## config.mk

```make
export PLATFORM = sky130hd
export DESIGN_NAME = rvn_seq_exec_core
export DESIGN_NICKNAME = d
export VERILOG_FILES = /design/src/rtl/rvn_seq_exec_core.sv
export SDC_FILE = /design/constraint.sdc
export NUM_CORES = 1
export LEC_CHECK = 0
export CORE_ASPECT_RATIO = 1.1
export CORE_MARGIN = 2
export CORE_UTILIZATION = 65
export CTS_CLUSTER_DIAMETER = 30
export DETAILED_ROUTE_END_ITERATION = 8
export DONT_BUFFER_PORTS = 1
export GPL_TIMING_DRIVEN = 0
export PLACE_DENSITY = 0.93
export RECOVER_POWER = 50
export SYNTH_ARGS = -nofsm -noshare
export SYNTH_HDL_FRONTEND = slang
export SYNTH_SLANG_ARGS = --single-unit
```

## constraint.sdc

```tcl
create_clock -name rv16_cpu_clock -period 15.65 [get_ports rv16_cpu_clock]
set_input_delay 3.13 -clock rv16_cpu_clock [delete_from_list [all_inputs] [get_ports rv16_cpu_clock]]
set_output_delay 3.13 -clock rv16_cpu_clock [all_outputs]
set_load 0.05 [all_outputs]
```

## src/rtl/rvn_seq_exec_core.sv

```systemverilog
`default_nettype none
// ============================================================================
// Module   : rvn_seq_exec_core
// Purpose  : Sequenced execution core. Accepts {opcode, rd, rs1, rs2} over a
//            valid/ready handshake, reads the x0-is-zero register file,
//            executes the operation (single-cycle ALU or iterative restoring
//            divider) and writes the result back to the register file.
// Ports    : rv16_cpu_clock / rv16_cpu_reset  - clock, sync active-high reset
//            instr_in, instr_valid, instr_ready - instruction handshake
//            wb_valid, wb_addr, wb_data        - write-back report (1 cycle)
//            busy                              - FSM not idle
//            illegal_op                        - sticky unsupported-opcode flag
//            dbg_addr, dbg_data                - combinational debug read
// Config   : RVN_DIV_UNIT_EN enables the divider (DIV/REM); without it
//            opcodes 3 and 7 are treated as illegal.
// Revision : 1.0 - initial release
// ============================================================================
module rvn_seq_exec_core #(
  parameter int  DATA   = 16,
  parameter int  NREG   = 16,
  parameter int  OPCODE = 4,
  localparam int RADDR  = $clog2(NREG),
  localparam int INSTR  = OPCODE + 3 * RADDR
) (
  input  logic             rv16_cpu_clock,
  input  logic             rv16_cpu_reset,
  input  logic [INSTR-1:0] instr_in,
  input  logic             instr_valid,
  output logic             instr_ready,
  output logic             wb_valid,
  output logic [RADDR-1:0] wb_addr,
  output logic [DATA-1:0]  wb_data,
  output logic             busy,
  output logic             illegal_op,
  input  logic [RADDR-1:0] dbg_addr,
  output logic [DATA-1:0]  dbg_data
);

  localparam logic [OPCODE-1:0] OP_ADD = OPCODE'(0);
  localparam logic [OPCODE-1:0] OP_SUB = OPCODE'(1);
  localparam logic [OPCODE-1:0] OP_MUL = OPCODE'(2);
  localparam logic [OPCODE-1:0] OP_XOR = OPCODE'(4);
  localparam logic [OPCODE-1:0] OP_AND = OPCODE'(5);
  localparam logic [OPCODE-1:0] OP_OR  = OPCODE'(6);
  localparam logic [OPCODE-1:0] OP_NOP = OPCODE'(8);

`ifdef RVN_DIV_UNIT_EN
  localparam logic [OPCODE-1:0] OP_DIV = OPCODE'(3);
  localparam logic [OPCODE-1:0] OP_REM = OPCODE'(7);
  localparam int                CNTW   = $clog2(DATA);

  typedef enum logic [1:0] {ST_IDLE = 2'd0, ST_DIV = 2'd1, ST_WB = 2'd2} state_t;
`else
  typedef enum logic [1:0] {ST_IDLE = 2'd0, ST_WB = 2'd2} state_t;
`endif

  state_t state, state_next;

  logic [NREG-1:0][DATA-1:0] regs;

  logic [OPCODE-1:0] op_f, op_q;
  logic [RADDR-1:0]  rd_f, rs1_f, rs2_f, rd_q;
  logic [DATA-1:0]   rs1_val, rs2_val, a_q, b_q, result;
  logic              accept, op_single, op_nop, op_legal;

  assign {op_f, rd_f, rs1_f, rs2_f} = instr_in;

  // x0 is hard-wired to zero on every read path
  assign rs1_val  = (rs1_f == '0)    ? '0 : regs[rs1_f];
  assign rs2_val  = (rs2_f == '0)    ? '0 : regs[rs2_f];
  assign dbg_data = (dbg_addr == '0) ? '0 : regs[dbg_addr];

  assign accept = instr_valid && instr_ready;

`ifdef RVN_DIV_UNIT_EN
  logic              op_div, div_last;
  logic [DATA-1:0]   quo_q, rem_q, quo_n, rem_n;
  logic [DATA:0]     div_tmp, div_diff;
  logic              div_ge;
  logic [CNTW-1:0]   cnt_q;

  // One restoring step: shift the next dividend bit into the partial remainder
  // and subtract the divisor when it fits. The remainder stays below the
  // divisor, so the difference always fits in DATA bits.
  assign div_tmp  = {rem_q, quo_q[DATA-1]};
  assign div_diff = div_tmp - {1'b0, b_q};
  assign div_ge   = (div_tmp >= {1'b0, b_q});
  assign rem_n    = div_ge ? div_diff[DATA-1:0] : div_tmp[DATA-1:0];
  assign quo_n    = {quo_q[DATA-2:0], div_ge};
  assign div_last = (cnt_q == CNTW'(DATA - 1));

  always_ff @(posedge rv16_cpu_clock) begin
    if (rv16_cpu_reset) begin
      quo_q <= '0;
      rem_q <= '0;
      cnt_q <= '0;
    end else if (accept) begin
      quo_q <= rs1_val;
      rem_q <= '0;
      cnt_q <= '0;
    end else if (state == ST_DIV) begin
      if (b_q == '0) begin
        quo_q <= '1;
        rem_q <= a_q;
      end else begin
        quo_q <= quo_n;
        rem_q <= rem_n;
        cnt_q <= cnt_q + 1'b1;
      end
    end
  end
`endif

  // Opcode decode
  always_comb begin
    op_single = 1'b0;
    op_nop    = 1'b0;
`ifdef RVN_DIV_UNIT_EN
    op_div    = 1'b0;
`endif
    case (op_f)
      OP_ADD, OP_SUB, OP_MUL, OP_XOR, OP_AND, OP_OR: op_single = 1'b1;
      OP_NOP:                                       op_nop    = 1'b1;
`ifdef RVN_DIV_UNIT_EN
      OP_DIV, OP_REM:                               op_div    = 1'b1;
`endif
      default: ;
    endcase
`ifdef RVN_DIV_UNIT_EN
    op_legal = op_single | op_nop | op_div;
`else
    op_legal = op_single | op_nop;
`endif
  end

  // Result of the latched instruction; product keeps the low DATA bits
  always_comb begin
    result = '0;
    case (op_q)
      OP_ADD: result = a_q + b_q;
      OP_SUB: result = a_q - b_q;
      OP_MUL: result = a_q * b_q;
      OP_XOR: result = a_q ^ b_q;
      OP_AND: result = a_q & b_q;
      OP_OR:  result = a_q | b_q;
`ifdef RVN_DIV_UNIT_EN
      OP_DIV: result = quo_q;
      OP_REM: result = rem_q;
`endif
      default: result = '0;
    endcase
  end

  always_ff @(posedge rv16_cpu_clock) begin
    if (rv16_cpu_reset) state <= ST_IDLE;
    else                state <= state_next;
  end

  always_comb begin
    state_next  = state;
    instr_ready = 1'b0;
    busy        = 1'b1;
    wb_valid    = 1'b0;
    wb_addr     = '0;
    wb_data     = '0;
    case (state)
      ST_IDLE: begin
        instr_ready = 1'b1;
        busy        = 1'b0;
        if (instr_valid) begin
          if (op_single) state_next = ST_WB;
`ifdef RVN_DIV_UNIT_EN
          else if (op_div) state_next = ST_DIV;
`endif
        end
      end
`ifdef RVN_DIV_UNIT_EN
      ST_DIV: begin
        // Divide by zero skips the iteration entirely
        if ((b_q == '0) || div_last) state_next = ST_WB;
      end
`endif
      ST_WB: begin
        wb_valid   = 1'b1;
        wb_addr    = rd_q;
        wb_data    = result;
        state_next = ST_IDLE;
      end
      default: state_next = ST_IDLE;
    endcase
  end

  always_ff @(posedge rv16_cpu_clock) begin
    if (rv16_cpu_reset) begin
      regs       <= '0;
      op_q       <= '0;
      rd_q       <= '0;
      a_q        <= '0;
      b_q        <= '0;
      illegal_op <= 1'b0;
    end else begin
      if (accept) begin
        op_q <= op_f;
        rd_q <= rd_f;
        a_q  <= rs1_val;
        b_q  <= rs2_val;
        if (!op_legal) illegal_op <= 1'b1;
      end
      if ((state == ST_WB) && (rd_q != '0)) regs[rd_q] <= result;
    end
  end

endmodule
`default_nettype wire

```

==> reports/results.tsv, run 1 <==
metric	value	unit
synth unique cells	62	
sequential fraction of the synthesis area	0.277	
Final Hold Slack	0.498	ns
PwrDens	84.2	nW/um^2
clock root cell	clkbuf_16	
hpwl dp	56900	um
Placement Setup Slack	4.85	ns
hold_buf cts	0	
HP Class	flip-flop to flip-flop	
CTS max path bufs	3	
Crit path top cell by count	fa_1	
area leader, netlist	dfxtp_1	
clk_skew	0.0246	ns
GPL Wtd Cong	1.04	
vias per cell	7.60	
area added between synthesis and finish	9.77	%
largest net degree at the start of global routing	18	
CTS tree	yes	
Antenna Nets Post-Route	0	
RSZ-0062 raised after global routing	no	
GRT Util Overall	0.452	
Remaining DRCs	0	
Syn Nets	2295	
f_max	86.1	MHz
Die Y	195	um
H-Tree Depth	2	
Max Slew Vio Count	7	
Post-Layout Cell Count	2602	
synth cell count leaders	nor2_1, dfxtp_1, mux4_2	
clock sink count	298	
final worst slack	4.03	ns
I/O Buffers	0	
Num CTS Buffers	43	
Cell Area, Placed	22000	um^2
number of gates resized after CTS	0	
gr ovfl total	0	
Syn Inst Count	2094	
clock network latency to the later pin of the worst-skew pair	0.59	ns
Pre-antenna DRT Iters	8	
Seq cells post-synth	298	
total number of vias	19800	
count of final setup violators	0	
first-pass GRT wire length	117000	um
Worst VDD drop	0.0933	mV
Top FF cell, synth	dfxtp_1	
Synth area leaders	dfxtp_1, mux4_2, fa_1	
Critical Path AT	8.49	ns
most frequent cell after synthesis	nor2_1	
setup TNS	0	ns
Routed WL	78000	um
Die W	177	um
Startpoint Class	flip-flop	
Initial Utilization	0.663	
Starting DRT DRC Count	3491	
CP Class	flip-flop to output port	
per-cell routed wire length	30.0	um
synth warn	0	
max cap viols	1	
status	complete, but fails checks	
failing checks	capacitance limit, slew limit	
final instance area	23600	um^2
Post-Syn Area	21500	um^2
Core Region	32500	um^2
Async S/R FF share, synth	0	
critical-path cell list	clkbuf_1 > clkinv_1 > nor2_1 > fa_1 > fa_1 > ha_1 > fa_1 > inv_1 > fa_1 > fa_1 > inv_1 > ha_1 > o21a_1 > o21ai_0 > a21oi_1 > a311oi_1 > a21oi_1 > xnor2_1 > a21oi_1 > a21boi_4 > buf_4 > nor2_1	
layout cells sized above 1	0.168	
CP endpoint kind	output port	
Max-slew headroom	-0.0365	
Worst-path clk slew	0.06	ns
# Post-CTS Setup Buffers	0	
area share of the largest cell type after synthesis	0.277	
Req. time, crit path	12.52	ns
Hold Vio Cnt, Final	0	
initial antenna violation count	6	
Worst Max-Slew Pin Slew	1.55	ns
Final period util	0.742	
Synth Area per Inst	10.3	um^2
placed cell count	2520	
Nets	2340	
Worst path max stage delay	0.73	ns
Period minus WS final	11.62	ns
Pleak	8.19	nW
CP max FO	10	
I/O pin count	63	
vias in the first global route	20400	
Post-synth EDFFs	0	
Rows	69	
layout filler cell count	2104	
crit path max-delay cell type	a311oi_1	
die area	34600	um^2
==> metrics by stage <==
stage	util	total power, mW
floorplan	-	0.887
global placement	0.679	0.927
detailed placement	0.679	0.932
CTS	0.728	1.97
global route	0.727	2.01
finish	0.728	1.99
==> worst paths after layout <==
check                       start  cells past startpoint  slack (ns)                endpoint
min reg2reg  regs[1]$_SDFFE_PP0P_                      1        0.50    regs[1]$_SDFFE_PP0P_
max           b_q[1]$_SDFFE_PP0P_                     22        4.03             wb_data[15]
max reg2reg   b_q[1]$_SDFFE_PP0P_                     20        7.87  regs[141]$_SDFFE_PP0P_
min          regs[1]$_SDFFE_PP0P_                      1        0.50    regs[1]$_SDFFE_PP0P_
==> placed cells by master, fill, tap and decap left out, types with 54 or more instances in the layout <==
master,Yosys,layout
nor2_1,378,378
dfxtp_1,298,298
mux4_2,240,240
a211oi_1,187,188
inv_1,142,142
clkbuf_1,121,131
nand2_1,111,111
ha_1,97,97
fa_1,81,81
xnor2_1,54,54
==> routing by layer <==
| metal | GRT usage | routed length [um] |
|---|---|---|
| met2 | 0.717 | 35500 |
| met4 | 0.414 | 9010 |
| met5 | 0.0101 | 84 |
| met1 | 0.461 | 22800 |
| met3 | 0.162 | 10600 |
==> cell families after synthesis <==
kind of cell / Yosys count / synth area share
AO/OA/AOI/OAI: 385 / 0.132
buffers and inverters: 331 / 0.0605
multiplexers: 259 / 0.260
flip-flops: 298 / 0.277
adder cells (fa/ha/maj): 178 / 0.132
AND/OR/NAND/NOR: 580 / 0.112
XOR/XNOR: 63 / 0.0263
==> state kept, by name, indices dropped and copies added, names as in the netlist <==
name        count
b_q            16
rd_q            4
regs          256
op_q            4
illegal_op      1
state           1
a_q            16
==> where the power goes <==
group | leakage [nW] | internal, mW | switching (mW)
combinational | 5.02 | 0.0481 | 0.109
sequential | 2.40 | 0.762 | 0.00619
clock | 0.766 | 0.607 | 0.456
total | 8.19 | 1.42 | 0.572
==> worst max-delay path, delay by kind of cell (launching register included) <==
| family | cells | cell delay, ns |
|---|---|---|
| simple gates | 2 | 0.97 |
| compound gates | 7 | 1.88 |
| xor+xnor | 1 | 0.35 |
| fa+ha+maj | 7 | 2.97 |
| buf+inv | 5 | 1.29 |
| flops | 1 | 0.43 |
==> layout make-up <==
cell class / count / area [um^2] / share of cell area
Sequential cell: 298 / 5970 / 0.253
Buffer: 182 / 736 / 0.0311
Inverter: 149 / 559 / 0.0237
Tap cell: 426 / 533 / 0.0226
Clock buffer: 44 / 1080 / 0.0457
Multi-Input combinational cell: 1465 / 14200 / 0.603
Antenna cell: 2 / 5.00 / 0.000212
Clock inverter: 36 / 502 / 0.0212
(Power assumes the default switching activity.)
==> run 2, diff against run 1 <==
--- a/config.mk
+++ b/config.mk
@@ -5,14 +5,15 @@
 export SDC_FILE = /design/constraint.sdc
 export NUM_CORES = 1
 export LEC_CHECK = 0
+export ABC_AREA = 1
 export CORE_ASPECT_RATIO = 1.1
 export CORE_MARGIN = 2
-export CORE_UTILIZATION = 65
+export CORE_UTILIZATION = 59
 export CTS_CLUSTER_DIAMETER = 30
 export DETAILED_ROUTE_END_ITERATION = 8
 export DONT_BUFFER_PORTS = 1
 export GPL_TIMING_DRIVEN = 0
-export PLACE_DENSITY = 0.93
+export PLACE_DENSITY = 0.9
 export RECOVER_POWER = 50
 export SYNTH_ARGS = -nofsm -noshare
 export SYNTH_HDL_FRONTEND = slang
==> constraint.sdc (replaced) <==
create_clock -name rv16_cpu_clock -period 9.5 [get_ports rv16_cpu_clock]
set_input_delay 1.9 -clock rv16_cpu_clock [delete_from_list [all_inputs] [get_ports rv16_cpu_clock]]
set_output_delay 1.9 -clock rv16_cpu_clock [all_outputs]
set_load 0.05 [all_outputs]
==> run 2 against run 1 <==
The run now fails in global routing. Synthesized area grew 12%. Synthesized cell count grew 81%.
==> reports/results.tsv, run 2 <==
metric	value	unit	change
synth cell count leaders	inv_1, a21oi_1, o21ai_0		
synth unique cells	56		-9.7%
Async S/R FF share, synth	0		unchanged
Die W	197	um	+11%
Error	[ERROR GRT-0116] Global routing finished with congestion. Check the congestion regions in the DRC Viewer.		
Synth Area per Inst	6.36	um^2	-38%
GPL Wtd Cong	1.17		+13%
Last stage	global routing		
sequential fraction of the synthesis area	0.248		-0.0295
synth warn	0		unchanged
vias in the first global route	29900		
hpwl dp	98200	um	+73%
status	stopped before the end		
Synth area leaders	dfxtp_1, a21oi_1, o21ai_0		
Seq cells post-synth	298		unchanged
Num CTS Buffers	59		+37%
clock sink count	298		unchanged
I/O pin count	63		unchanged
H-Tree Depth	2		unchanged
clock root cell	clkbuf_16		
Placement Setup Slack	0.665	ns	-4.19 ns
Syn Inst Count	3788		+81%
area leader, netlist	dfxtp_1		
Rows	77		+12%
most frequent cell after synthesis	inv_1		
Post-Syn Area	24100	um^2	+12%
CTS max path bufs	3		unchanged
area share of the largest cell type after synthesis	0.248		-0.0295
first-pass GRT wire length	202000	um	
# Post-CTS Setup Buffers	0		unchanged
Post-synth EDFFs	0		unchanged
GRT Util Overall	0.660		
Syn Nets	3989		+74%
largest net degree at the start of global routing	19		
gr ovfl total	3		
Initial Utilization	0.598		-0.0650
Top FF cell, synth	dfxtp_1		
Die Y	216	um	+11%
I/O Buffers	0		unchanged
-- run 2: changes by cell type after synthesis, sizes merged, moves of 51 or more --
| cell | before | now |
|---|---|---|
| a211oi | 197 | 2 |
| a21oi | 43 | 624 |
| clkbuf | 121 | 187 |
| inv | 146 | 681 |
| mux4 | 240 | 0 |
| nand2 | 111 | 416 |
| nand3 | 9 | 169 |
| nor2 | 378 | 315 |
| o21ai | 35 | 679 |
| xnor2 | 54 | 3 |
-- run 2: routing by layer --
| metal | track usage | GRT overflow |
|---|---|---|
| met5 | 0.0984 | 0 |
| met4 | 0.641 | 2 |
| met3 | 0.391 | 0 |
| met2 | 0.886 | 1 |
| met1 | 0.696 | 0 |
-- run 2: cell families after synthesis --
| kind of cell | count (synthesis) | share of synthesized area |
|---|---|---|
| AND/OR/NAND/NOR | 925 | 0.164 |
| flip-flops | 298 | 0.248 |
| XOR/XNOR | 19 | 0.00691 |
| AO/OA/AOI/OAI | 1414 | 0.309 |
| buffers and inverters | 954 | 0.155 |
| adder cells (fa/ha/maj) | 178 | 0.118 |
-- run 2: what timing repair did --
item / in CTS
setup endpoints to repair: 1
hold buffers: 0
resized for setup: 0
-- run 2: per-stage QoR --
step | hold slack [ns] | area (um^2) | std cells
3_3_place_gp | 0.429 | 24700 | 4301
4_1_cts | 0.446 | 26800 | 4411
3_5_place_dp | 0.434 | 24700 | 4301
2_1_floorplan | 0.420 | 24100 | 3788
==> run 3, diff against run 2 <==
--- a/config.mk
+++ b/config.mk
@@ -6,14 +6,12 @@
 export NUM_CORES = 1
 export LEC_CHECK = 0
 export ABC_AREA = 1
-export CORE_ASPECT_RATIO = 1.1
 export CORE_MARGIN = 2
-export CORE_UTILIZATION = 59
-export CTS_CLUSTER_DIAMETER = 30
+export CORE_UTILIZATION = 40
 export DETAILED_ROUTE_END_ITERATION = 8
 export DONT_BUFFER_PORTS = 1
 export GPL_TIMING_DRIVEN = 0
-export PLACE_DENSITY = 0.9
+export PLACE_DENSITY_LB_ADDON = 0.15
 export RECOVER_POWER = 50
 export SYNTH_ARGS = -nofsm -noshare
 export SYNTH_HDL_FRONTEND = slang
==> constraint.sdc (replaced) <==
create_clock -name rv16_cpu_clock -period 12.35 [get_ports rv16_cpu_clock]
set_input_delay 2.47 -clock rv16_cpu_clock [delete_from_list [all_inputs] [get_ports rv16_cpu_clock]]
set_output_delay 2.47 -clock rv16_cpu_clock [all_outputs]
set_load 0.05 [all_outputs]
==> run 3 against run 2 <==
The flow now finishes, with violations (capacitance limit, slew limit). Synthesized area stayed put. Synthesized cell count unchanged.
==> reports/results.tsv, run 3 <==
metric	value	unit	change
status	complete, but fails checks		
failing checks	capacitance limit, slew limit		
PwrDens	112	nW/um^2	
Startpoint Class	flip-flop		
largest net degree at the start of global routing	14		
total power	2.95	mW	
synth cell count leaders	inv_1, a21oi_1, o21ai_0		
Antenna Nets Post-Route	0		
CP endpoint	wb_data[15]		
area share of the largest cell type after synthesis	0.248		unchanged
final instance area	26300	um^2	
total number of vias	28100		
WP depth	25		
clock network latency to the later pin of the worst-skew pair	0.60	ns	
top flop regs	regs x256, a_q x16, b_q x16		
Worst path max stage delay	0.65	ns	
RR Startpoint	b_q[2]$_SDFFE_PP0P_		
worst path bufs/invs	8		
vias per cell	6.07		
most frequent cell after synthesis	inv_1		
synth warn	0		unchanged
clk_skew	0.0277	ns	
sequential fraction of the synthesis area	0.248		unchanged
die area	62200	um^2	
Synth Area per Inst	6.36	um^2	unchanged
f_max	92.2	MHz	
CP Class	flip-flop to output port		
synth unique cells	56		unchanged
Syn Nets	3989		unchanged
Crit path top cell by count	fa_1		
most frequent cells in the layout	inv_1, o21ai_0, a21oi_1		
Routed WL	140000	um	
hold_buf cts	0		unchanged
Critical Path AT	8.37	ns	
Remaining DRCs	0		
clock root cell	clkbuf_16		
Cell Area, Placed	25100	um^2	+1.4%
Syn Inst Count	3788		unchanged
Core Region	59200	um^2	
per-cell routed wire length	30.2	um	
vias in the first global route	24700		
GRT Util Overall	0.436		
Worst VDD drop	0.101	mV	
CP endpoint kind	output port		
max reg flops	256		
layout cells sized above 1	0.0524		
Pleak	12.4	nW	
number of gates resized after CTS	0		unchanged
CTS max path bufs	3		unchanged
Final period util	0.878		
RR Endpoint	regs[141]$_SDFFE_PP0P_		
initial antenna violation count	11		
CTS tree	yes		
area added between synthesis and finish	9.04	%	
Max-slew headroom	-0.143		
I/O pin count	63		unchanged
hpwl dp	111000	um	+13%
Initial Utilization	0.406		-0.191
Rows	89		+16%
RSZ-0062 raised after global routing	no		
FF-to-FF path depth	22		
GPL Wtd Cong	1.10		-5.7%
HP Class	flip-flop to flip-flop		
# Post-CTS Setup Buffers	0		unchanged
gr ovfl total	0		
Worst Max-Slew Pin Slew	1.71	ns	
clock sink count	298		unchanged
Post-Syn Area	24100	um^2	unchanged
Max Slew Vio Count	64		
Num CTS Buffers	38		-36%
area leader, netlist	dfxtp_1		
Nets	4030		
CP Launch Point	b_q[2]$_SDFFE_PP0P_		
H-Tree Depth	2		unchanged
CP max FO	10		
setup TNS	0	ns	
final worst slack	1.51	ns	
commonest non-fill, non-tap cell in the layout	inv_1		
Req. time, crit path	9.88	ns	
CP top delay family	adder cells		
Seq cells post-synth	298		unchanged
Top FF cell, synth	dfxtp_1		
Reg with most FFs	regs		
Period minus WS final	10.84	ns	
Placement Setup Slack	2.50	ns	+1.83 ns
Die W	249	um	+27%
I/O Buffers	0		unchanged
first-pass GRT wire length	192000	um	
count of final setup violators	0		
Pre-antenna DRT Iters	7		
Synth area leaders	dfxtp_1, a21oi_1, o21ai_0		
reg2reg setup slack	4.44	ns	
Post-synth EDFFs	0		unchanged
Hold Vio Cnt, Final	0		
Worst-path clk slew	0.05	ns	
crit path max-delay cell type	clkbuf_1		
Async S/R FF share, synth	0		unchanged
max cap viols	9		
Die Y	249	um	+16%
Starting DRT DRC Count	4660		
[run 3: cell counts after synthesis]
Identical to the previous run, type by type.
[run 3: area by class of cell]
type                    instances  area, um^2
multi-input cells            2536       14400
clock inverters                18         184
well taps                     773         967
plain buffers                 271        1130
fillers                      6512       33000
repair buffers                  1        11.3
inverters                     683        2570
diodes                          3        7.51
flip-flops and latches        298        5970
clock buffers                  47        1010
[run 3: cells by family (layout without fill, tap and decap cells)]
kind of cell,Yosys count,after routing,share of synthesized area
AOI/OAI and AO/OA,1414,1414,0.309
buffers and inverters,954,1020,0.155
and+or+nand+nor,925,925,0.164
DFF,298,298,0.248
adders and majority gates,178,178,0.118
xor gates and xnor gates,19,19,0.00691
other,0,3,0
[run 3: how the worst min path moves through the flow]
stage	cells after the start	endpoint	startpoint	slack, ns
2_1_floorplan	2	regs[0]$_SDFFE_PP0P_	regs[0]$_SDFFE_PP0P_	0.42
3_3_place_gp	2	regs[0]$_SDFFE_PP0P_	regs[0]$_SDFFE_PP0P_	0.47
3_5_place_dp	2	regs[0]$_SDFFE_PP0P_	regs[0]$_SDFFE_PP0P_	0.47
4_1_cts	2	regs[0]$_SDFFE_PP0P_	regs[0]$_SDFFE_PP0P_	0.48
5_1_grt	2	regs[14]$_SDFFE_PP0P_	regs[14]$_SDFFE_PP0P_	0.50
6_report	2	regs[0]$_SDFFE_PP0P_	regs[0]$_SDFFE_PP0P_	0.49
[run 3: through the flow]
| step | hold WS [ns] | instances | utilization |
|---|---|---|---|
| floorplan | 0.420 | 3788 | - |
| global placement | 0.469 | 4561 | 0.423 |
| detailed placement | 0.471 | 4562 | 0.423 |
| CTS | 0.480 | 4627 | 0.443 |
| global route | 0.502 | 4627 | 0.443 |
| finish | 0.485 | 4630 | 0.443 |
[run 3: power breakdown]
part | total [mW] | switching (mW) | internal [mW]
Clock | 1.13 | 0.503 | 0.631
Combinational | 0.818 | 0.655 | 0.162
Sequential | 0.995 | 0.0213 | 0.973
Total | 2.95 | 1.18 | 1.77
[run 3: worst register-to-register path: cells and delay by family, from the launching register on]
kind	cells	cell delay (ns)
buffers and inverters	8	2.09
adders and majority gates	7	3.40
and+or+nand+nor	3	0.90
AOI/OAI and AO/OA	4	1.01
DFF	1	0.41
[run 3: metal layers]
layer | global-route usage | wire (um) | vias up
met5 | 0 | 41 | -
met4 | 0.169 | 6520 | 6
met3 | 0.143 | 19900 | 322
met2 | 0.603 | 54100 | 1964
met1 | 0.621 | 59300 | 13400
li1 | - | - | 12400
